## config.mk

```make
export PLATFORM = sky130hd
export DESIGN_NAME = reg_sequencer
export DESIGN_NICKNAME = d
export VERILOG_FILES = /design/src/rtl/reg_sequencer.sv
export SDC_FILE = /design/constraint.sdc
export NUM_CORES = 1
export LEC_CHECK = 0
export CORE_UTILIZATION = 44
export CTS_CLUSTER_DIAMETER = 200
export CTS_CLUSTER_SIZE = 28
export DETAILED_ROUTE_END_ITERATION = 7
export PLACE_DENSITY_LB_ADDON = 0.2
export SYNTH_ARGS = -nofsm -noshare
export SYNTH_HDL_FRONTEND = slang
export SYNTH_SLANG_ARGS = --single-unit
```

## constraint.sdc

```tcl
create_clock -name clk -period 2.34 [get_ports clk]
set_input_delay 0.468 -clock clk [delete_from_list [all_inputs] [get_ports clk]]
set_output_delay 0.468 -clock clk [all_outputs]
set_load 0.01 [all_outputs]
```

## src/rtl/reg_sequencer.sv

```systemverilog
// Byte-stream instruction sequencer that drives per-register strobes into an external register bank.
// Optional build macro SEQ_ILLEGAL_TRAP_EN: an illegal opcode sets the sticky illegal flag and halts.
//
// state | meaning
// FETCH | accept an opcode byte
// IMM   | accept the MVI immediate byte
// EXEC  | one-cycle strobe to the bank, then back to FETCH
// HALT  | absorbing until rst
module reg_sequencer (
  input  logic       clk,
  input  logic       rst,
  input  logic       instr_valid,
  input  logic [7:0] instr_data,
  output logic       instr_ready,
  input  logic [7:0] rd_data,
  output logic [2:0] rd_sel,
  output logic [7:0] load,
  output logic [7:0] inr,
  output logic [7:0] dcr,
  output logic [7:0] data_out,
  output logic       halted,
  output logic       illegal,
  output logic [7:0] retired
);

  typedef enum logic [1:0] {FETCH, IMM, EXEC, HALT} state_t;
  typedef enum logic [2:0] {K_NOP, K_INR, K_DCR, K_MVI, K_MOV} kind_t;

  state_t     state, state_nxt;
  kind_t      kind, kind_nxt, dec_kind;
  logic [2:0] dst, dst_nxt, src, src_nxt;
  logic [7:0] imm, imm_nxt, retired_q, retired_nxt;
  logic       dec_legal, dec_hlt;

`ifdef SEQ_ILLEGAL_TRAP_EN
  logic illegal_q, illegal_set;
  assign illegal = illegal_q;
`else
  assign illegal = 1'b0;
`endif

  assign retired = retired_q;
  assign rd_sel  = src;
  assign halted  = (state == HALT);

  // HLT is 8'h76 and must win over MOV 6,6, so it is tested first.
  always_comb begin
    dec_kind  = K_NOP;
    dec_legal = 1'b1;
    dec_hlt   = 1'b0;
    if (instr_data == 8'h00)
      dec_kind = K_NOP;
    else if (instr_data == 8'h76)
      dec_hlt = 1'b1;
    else if (instr_data[7:6] == 2'b01)
      dec_kind = K_MOV;
    else if (instr_data[7:6] == 2'b00 && instr_data[2:0] == 3'b100)
      dec_kind = K_INR;
    else if (instr_data[7:6] == 2'b00 && instr_data[2:0] == 3'b101)
      dec_kind = K_DCR;
    else if (instr_data[7:6] == 2'b00 && instr_data[2:0] == 3'b110)
      dec_kind = K_MVI;
    else
      dec_legal = 1'b0;
  end

  always_comb begin
    state_nxt   = state;
    kind_nxt    = kind;
    dst_nxt     = dst;
    src_nxt     = src;
    imm_nxt     = imm;
    retired_nxt = retired_q;
    instr_ready = 1'b0;
    load        = 8'h00;
    inr         = 8'h00;
    dcr         = 8'h00;
    data_out    = 8'h00;
`ifdef SEQ_ILLEGAL_TRAP_EN
    illegal_set = 1'b0;
`endif
    unique case (state)
      FETCH: begin
        instr_ready = 1'b1;
        if (instr_valid) begin
          if (dec_hlt) begin
            state_nxt   = HALT;
            retired_nxt = retired_q + 8'd1;
          end else if (!dec_legal) begin
`ifdef SEQ_ILLEGAL_TRAP_EN
            illegal_set = 1'b1;
            state_nxt   = HALT;
`endif
          end else begin
            kind_nxt = dec_kind;
            dst_nxt  = instr_data[5:3];
            if (dec_kind == K_MOV) src_nxt = instr_data[2:0];
            state_nxt = (dec_kind == K_MVI) ? IMM : EXEC;
          end
        end
      end
      IMM: begin
        instr_ready = 1'b1;
        if (instr_valid) begin
          imm_nxt   = instr_data;
          state_nxt = EXEC;
        end
      end
      EXEC: begin
        retired_nxt = retired_q + 8'd1;
        state_nxt   = FETCH;
        case (kind)
          K_MVI: begin
            load     = 8'h01 << dst;
            data_out = imm;
          end
          K_MOV: begin
            load     = 8'h01 << dst;
            data_out = rd_data;
          end
          K_INR:   inr = 8'h01 << dst;
          K_DCR:   dcr = 8'h01 << dst;
          default: ;
        endcase
      end
      HALT:    ;
      default: state_nxt = FETCH;
    endcase
  end

  always_ff @(posedge clk) begin
    if (rst) begin
      state     <= FETCH;
      kind      <= K_NOP;
      dst       <= 3'd0;
      src       <= 3'd0;
      imm       <= 8'h00;
      retired_q <= 8'h00;
`ifdef SEQ_ILLEGAL_TRAP_EN
      illegal_q <= 1'b0;
`endif
    end else begin
      state     <= state_nxt;
      kind      <= kind_nxt;
      dst       <= dst_nxt;
      src       <= src_nxt;
      imm       <= imm_nxt;
      retired_q <= retired_nxt;
`ifdef SEQ_ILLEGAL_TRAP_EN
      if (illegal_set) illegal_q <= 1'b1;
`endif
    end
  end

endmodule

```

==> results of run 1 <==
==> worst max-delay path, stage by stage, from the launching register on <==
cell             delay, ns
dfxtp_1               0.34
inv_1                 0.10
ha_2                  0.20
buf_6                 0.15
nor2b_1               0.14
clkdlybuf4s50_1       0.54
==> final timing paths <==
path / slack (ns) / cells past startpoint / startpoint / to
setup reg to reg: 0.53 / 6 / state[0]$_SDFFE_PP0P_ / retired[6]$_SDFFE_PP0P_
setup / recovery: 0.12 / 5 / state[0]$_SDFFE_PP0P_ / data_out[1]
hold reg to reg: 0.46 / 2 / imm[5]$_SDFFE_PP0P_ / imm[5]$_SDFFE_PP0P_
hold / removal: 0.46 / 2 / imm[5]$_SDFFE_PP0P_ / imm[5]$_SDFFE_PP0P_
==> layout make-up <==
cell class	count	area, µm²	share of cell area
multi-input cells	169	1050	0.410
clock buffers	3	41.3	0.0161
repair buffers	89	835	0.326
inverters	6	22.5	0.00879
well taps	46	57.6	0.0225
flip-flops and latches	27	547	0.213
clock inverters	1	7.51	0.00293
==> metrics by stage <==
step	util	setup slack, ns	hold WS (ns)	TNS (ns)	cells
5_1_grt	0.738	0.00500	0.471	0	341
3_3_place_gp	0.712	0.0452	0.445	0	336
2_1_floorplan	-	0.480	0.436	0	215
6_report	0.738	0.123	0.460	0	341
3_5_place_dp	0.712	-0.0117	0.451	-0.0117	336
4_1_cts	0.725	0.00510	0.464	0	340
==> state kept, by name (all words and copies together) (netlist names) <==
| signal | count |
|---|---|
| dst | 3 |
| imm | 8 |
| kind | 3 |
| rd_sel | 3 |
| retired | 8 |
| state | 2 |
==> metal layers <==
metal | wire, µm | part of all wire | vias to the layer above
met4 | 132 | 0.030 | 0
met1 | 2080 | 0.47 | 844
met5 | 0 | 0 | -
li1 | - | - | 926
met3 | 224 | 0.051 | 14
met2 | 1980 | 0.45 | 65
==> cells by family after synthesis <==
family,synth area share
AND/OR/NAND/NOR,0.335
AO/OA/AOI/OAI,0.199
flip-flops,0.326
buffers and inverters,0.0506
multiplexers,0.0438
adder cells (fa/ha/maj),0.0378
other,0.00226
XOR/XNOR,0.00529
==> power breakdown <==
part / switching [mW] / internal [mW] / total (mW)
logic: 0.116 / 0.127 / 0.244
clock network: 0.151 / 0.121 / 0.272
registers: 0.0153 / 0.470 / 0.486
==> cell usage in the layout (no fill, tap or decap), types with 2 or more instances in the layout <==
cell / count
a21oi_1: 21
a221o_2: 2
a22oi_1: 8
buf_4: 25
clkbuf_8: 3
clkdlybuf4s50_1: 37
dfxtp_1: 24
dfxtp_2: 2
dlygate4sd2_1: 16
dlymetal6s2s_1: 10
ha_1: 4
inv_1: 6
mux2_1: 2
mux2i_1: 5
nand2_1: 18
nand3_1: 17
nand4_1: 2
nor2_1: 34
nor2b_1: 11
nor4_1: 3
nor4b_1: 2
o211ai_1: 2
o21ai_0: 9
o31ai_1: 3
or3_1: 3
or4_1: 2
==> repair_timing <==
| action | CTS | global route |
|---|---|---|
| setup endpoints to repair | 22 | 16 |
| hold buffers | 0 | 0 |
| gates resized for setup | 21 | 15 |
| setup buffers | 0 | 1 |
==> out/results.tsv, run 1 <==
stage	metric	value	unit
global_routing	met1_usage	0.283	
yosys	synthMostInstantiatedCell	nor2_1	
sta	min_period	2.22	ns
global_routing	grt-ovfl-total	0	
worst_setup_path	start_kind	flop	
die	initial_core_util	0.478	
yosys	synth_cell_types	43	
routing	ant_nets	0	
global_routing	grt_pass1_vias	1693	
yosys	syn_inst	215	
sta	timing.fmax	451	MHz
yosys	synth_flop_cell	dfxtp_1	
place	gp_congestion	0.877	
place	port_buffers	63	
clock_tree	clock_latency	0.27	ns
yosys	synth_top_cell_by_area	dfxtp_1	
worst_setup_path	cp-end-kind	primary output	
sta	fin_crit_sh	0.947	
status	status	finished clean	
sta	worst_pin_slew	0.559	ns
die	coreArea	0.00347	mm²
yosys	yosys-top-cells-area	dfxtp_1, nor2_1, a21oi_1	
yosys	synth_commonest_cells	nor2_1, dfxtp_1, a21oi_1	
routing	routedWlPerCell	13.0	µm
yosys	ys_ff_latch	27	
worst_setup_path	crit_fanout	13	
global_routing	grtUsageMet3	0.0272	
routing	drc_errors	0	
finish	area_growth	54.6	%
clock_tree	cts_tree	yes	
global_routing	antenna_found_initial	0	
global_routing	grt-busiest-layer	met2	
die	die_h	63.4	µm
pwr	ir_worst_vdd	327	µV
routing	drt_pre_antenna_iters	5	
global_routing	grt.met2_usage	0.380	
sta	fin_skew	0.00524	ns
clock_tree	clk_pin_slew	0.10	ns
routing	vias	1849	
routing	first_iter_violations	70	
pwr	finalPower	1.00	mW
yosys	yosysWarnings	0	
place	postPlaceCellArea	0.00247	mm²
yosys	synth_area_per_cell	7.71	µm²
yosys	synth_edf_count	0	
yosys	ys_async_sr_fraction	0	
sta	slew_headroom	0.626	
sta	finalSetupViolCount	0	
worst_hold_path	hold_path_class	reg -> reg	
global_routing	grt_pass1_wl	7450	µm
pwr	power.density	391	mW/mm²
die	die_w	63.4	µm
finish	nFillCells	282	
die	io_pins	65	
finish	n_antenna_cell	0	
clock_tree	h-tree-depth	1	
worst_setup_path	crit_type	reg -> out	
sta	hold_viol	0	
finish	nets	320	
yosys	ys_seq_area_frac	0.326	
yosys	synthesis.nets	239	
routing	via_per_inst	5.42	
worst_setup_path	crit_arrival	1.75	ns
yosys	syn-cell-area	0.00166	mm²
finish	final_layout_size_suffix_gt1_frac	0.149	
pwr	leakage	1.16	nW
die	row_count	21	
die	die_area	0.00401	mm²
routing	drt-total-wl	4420	µm
global_routing	grt_usage	0.226	
finish	fin_area	0.00256	mm²
worst_setup_path	cp_data_required_time	1.87	ns
global_routing	grt_max_degree	17	
sta	rsz0062_at_grt	false	
yosys	synth_top_area_share	0.326	
job	max_cap_violations	0	
clock_tree	cts-root-buf	clkbuf_8	
sta	drv_slew	0	
clock_tree	cts.sinks	27	
place	dp.final_hpwl	3380	µm
clock_tree	cts_buffers	3	
clock_tree	cts_buffer_depth	2	
Note: power is estimated with default switching activity, not from simulation.
==> run 2, diff against run 1 <==
--- a/config.mk
+++ b/config.mk
@@ -5,10 +5,11 @@
 export SDC_FILE = /design/constraint.sdc
 export NUM_CORES = 1
 export LEC_CHECK = 0
-export CORE_UTILIZATION = 44
+export CORE_UTILIZATION = 45
 export CTS_CLUSTER_DIAMETER = 200
 export CTS_CLUSTER_SIZE = 28
 export DETAILED_ROUTE_END_ITERATION = 7
+export DONT_BUFFER_PORTS = 1
 export PLACE_DENSITY_LB_ADDON = 0.2
 export SYNTH_ARGS = -nofsm -noshare
 export SYNTH_HDL_FRONTEND = slang
==> run 2 against run 1 <==
- hold slack worse by 0.21 ns
- clock skew shrank 0.0030 ns
- register-to-register slack worse by 0.10 ns
- cell count is 25% lower
- count of clock-buffer cells in the layout stayed put
- routed wire length is 12% lower
- clock power hardly changed
- combinational power decreased by 45%
- via count fell by 18%
- flip-flop and latch count is the same
- maximum frequency fell by 1.4%
- utilization down 24 points
==> out/results.tsv, run 2 (synthesized netlist as in run 1, its figures left out) <==
stage	metric	value	unit
worst_setup_path	reg2reg_from	state[0]$_SDFFE_PP0P_	
worst_setup_path	setup.worst_path.start	kind[0]$_SDFFE_PP0P_	
place	dp.final_hpwl	2970	µm
routing	first_iter_violations	94	
sta	worst_pin_slew	0.654	ns
sta	holdWs	0.249	ns
finish	final_layout_size_suffix_gt1_frac	0.0810	
clock_tree	cts.sinks	27	
clock_tree	cts_buffers	3	
worst_setup_path	crit_fanout	8	
die	die_h	62.7	µm
sta	timing.fmax	445	MHz
clock_tree	h-tree-depth	1	
clock_tree	cts_tree	yes	
pwr	ir_worst_vdd	205	µV
sta	rsz0062_at_grt	false	
place	gp_congestion	0.817	
die	initial_core_util	0.481	
worst_setup_path	r2r_slack	0.43	ns
global_routing	antenna_found_initial	0	
worst_setup_path	endpoint	inr[2]	
global_routing	grt_pass1_wl	6680	µm
routing	drc_errors	0	
sta	hold_viol	0	
sta	min_period	2.25	ns
routing	drt_pre_antenna_iters	4	
sta	drv_slew	0	
global_routing	grt_max_degree	31	
clock_tree	post-cts-setup-buffer-count	0	
worst_setup_path	r2r_cells	6	
worst_setup_path	crit_path_cell_trace	or3b_2 > nor4_1	
worst_setup_path	start_kind	flop	
sta	tns	0	ns
sta	finalWorstSetupSlack	0.0910	ns
routing	routedWlPerCell	15.3	µm
routing	drt-total-wl	3910	µm
worst_setup_path	cp_num_buf_inv	0	
job	max_cap_violations	0	
die	die_area	0.00393	mm²
sta	finalSetupViolCount	0	
pwr	finalPower	0.891	mW
finish	n_antenna_cell	0	
finish	area_growth	4.53	%
pwr	leakage	0.561	nW
clock_tree	cts-root-buf	clkbuf_8	
sta	fin_crit_sh	0.961	
clock_tree	clock_latency	0.27	ns
finish	most-common-layout-cells	nor2_1, dfxtp_1, a21oi_1, nand2_1, nand3_1	
clock_tree	cts_buffer_depth	2	
sta	slew_headroom	0.560	
worst_setup_path	slowest_stage	or3b_2	
worst_setup_path	crit_type	reg -> out	
clock_tree	clk_pin_slew	0.10	ns
worst_setup_path	max_stage_delay	0.57	ns
clock_tree	hold_buffers	0	
worst_setup_path	crit_arrival	1.78	ns
global_routing	grt-ovfl-total	0	
place	port_buffers	0	
place	place_ws	0.410	ns
worst_setup_path	path_delay_family	simple AND/OR/NAND/NOR gates	
worst_setup_path	crit_cells	2	
routing	vias	1513	
die	row_count	21	
worst_setup_path	r2r-end	retired[6]$_SDFFE_PP0P_	
pwr	power.density	515	mW/mm²
worst_setup_path	cp_data_required_time	1.87	ns
worst_hold_path	hold_path_class	in -> reg	
finish	nets	235	
finish	final_common_cell	nor2_1	
status	status	finished clean	
die	die_w	62.7	µm
sta	fin_skew	0.00221	ns
die	io_pins	65	
die	coreArea	0.00344	mm²
worst_setup_path	cp-end-kind	primary output	
routing	ant_nets	0	
global_routing	grt_pass1_vias	1447	
clock_tree	ctsResizeCount	0	
routing	via_per_inst	5.91	
global_routing	grt_usage	0.206	
-- run 2: worst min-delay path by stage --
stage | startpoint | end | slack (ns) | cells after the start
after floorplan | imm[0]$_SDFFE_PP0P_ | imm[0]$_SDFFE_PP0P_ | 0.44 | 2
after global placement | imm[4]$_SDFFE_PP0P_ | imm[4]$_SDFFE_PP0P_ | 0.44 | 2
after detailed placement | imm[6]$_SDFFE_PP0P_ | imm[6]$_SDFFE_PP0P_ | 0.45 | 2
after CTS | rst | retired[3]$_SDFFE_PP0P_ | 0.24 | 1
after global routing | rst | retired[2]$_SDFFE_PP0P_ | 0.23 | 1
final | rst | retired[3]$_SDFFE_PP0P_ | 0.25 | 1
-- run 2: layer usage --
metal  vias to the layer above  global-route usage  wire length, µm
met2                        56               0.348             1810
met1                       697               0.265             1770
met4                         0              0.0378               22
li1                        756                   -                -
met5                         -                   0                0
met3                         4              0.0511              303
-- run 2: stage by stage --
| step | instances | instance area, µm² | util |
|---|---|---|---|
| final | 256 | 1730 | 0.503 |
| after CTS | 256 | 1730 | 0.503 |
| after global routing | 256 | 1730 | 0.503 |
| after floorplan | 215 | 1660 | - |
| after detailed placement | 252 | 1680 | 0.489 |
| after global placement | 252 | 1680 | 0.489 |
-- run 2: cell type report --
| type | count | area (µm²) |
|---|---|---|
| fill | 353 | 1710 |
| tap | 46 | 57.6 |
| clock buffer | 3 | 41.3 |
| timing repair buffer | 4 | 30.0 |
| inverter | 6 | 22.5 |
| clock inverter | 1 | 7.51 |
| sequential | 27 | 541 |
| multi-input combinational | 169 | 1030 |
-- run 2: power by group --
part / switching (mW) / total, mW / leakage [nW] / internal [mW]
combinational: 0.0771 / 0.134 / 0.321 / 0.0567
clock: 0.150 / 0.271 / 0.0217 / 0.121
sequential: 0.0152 / 0.486 / 0.218 / 0.471
total: 0.243 / 0.891 / 0.561 / 0.648
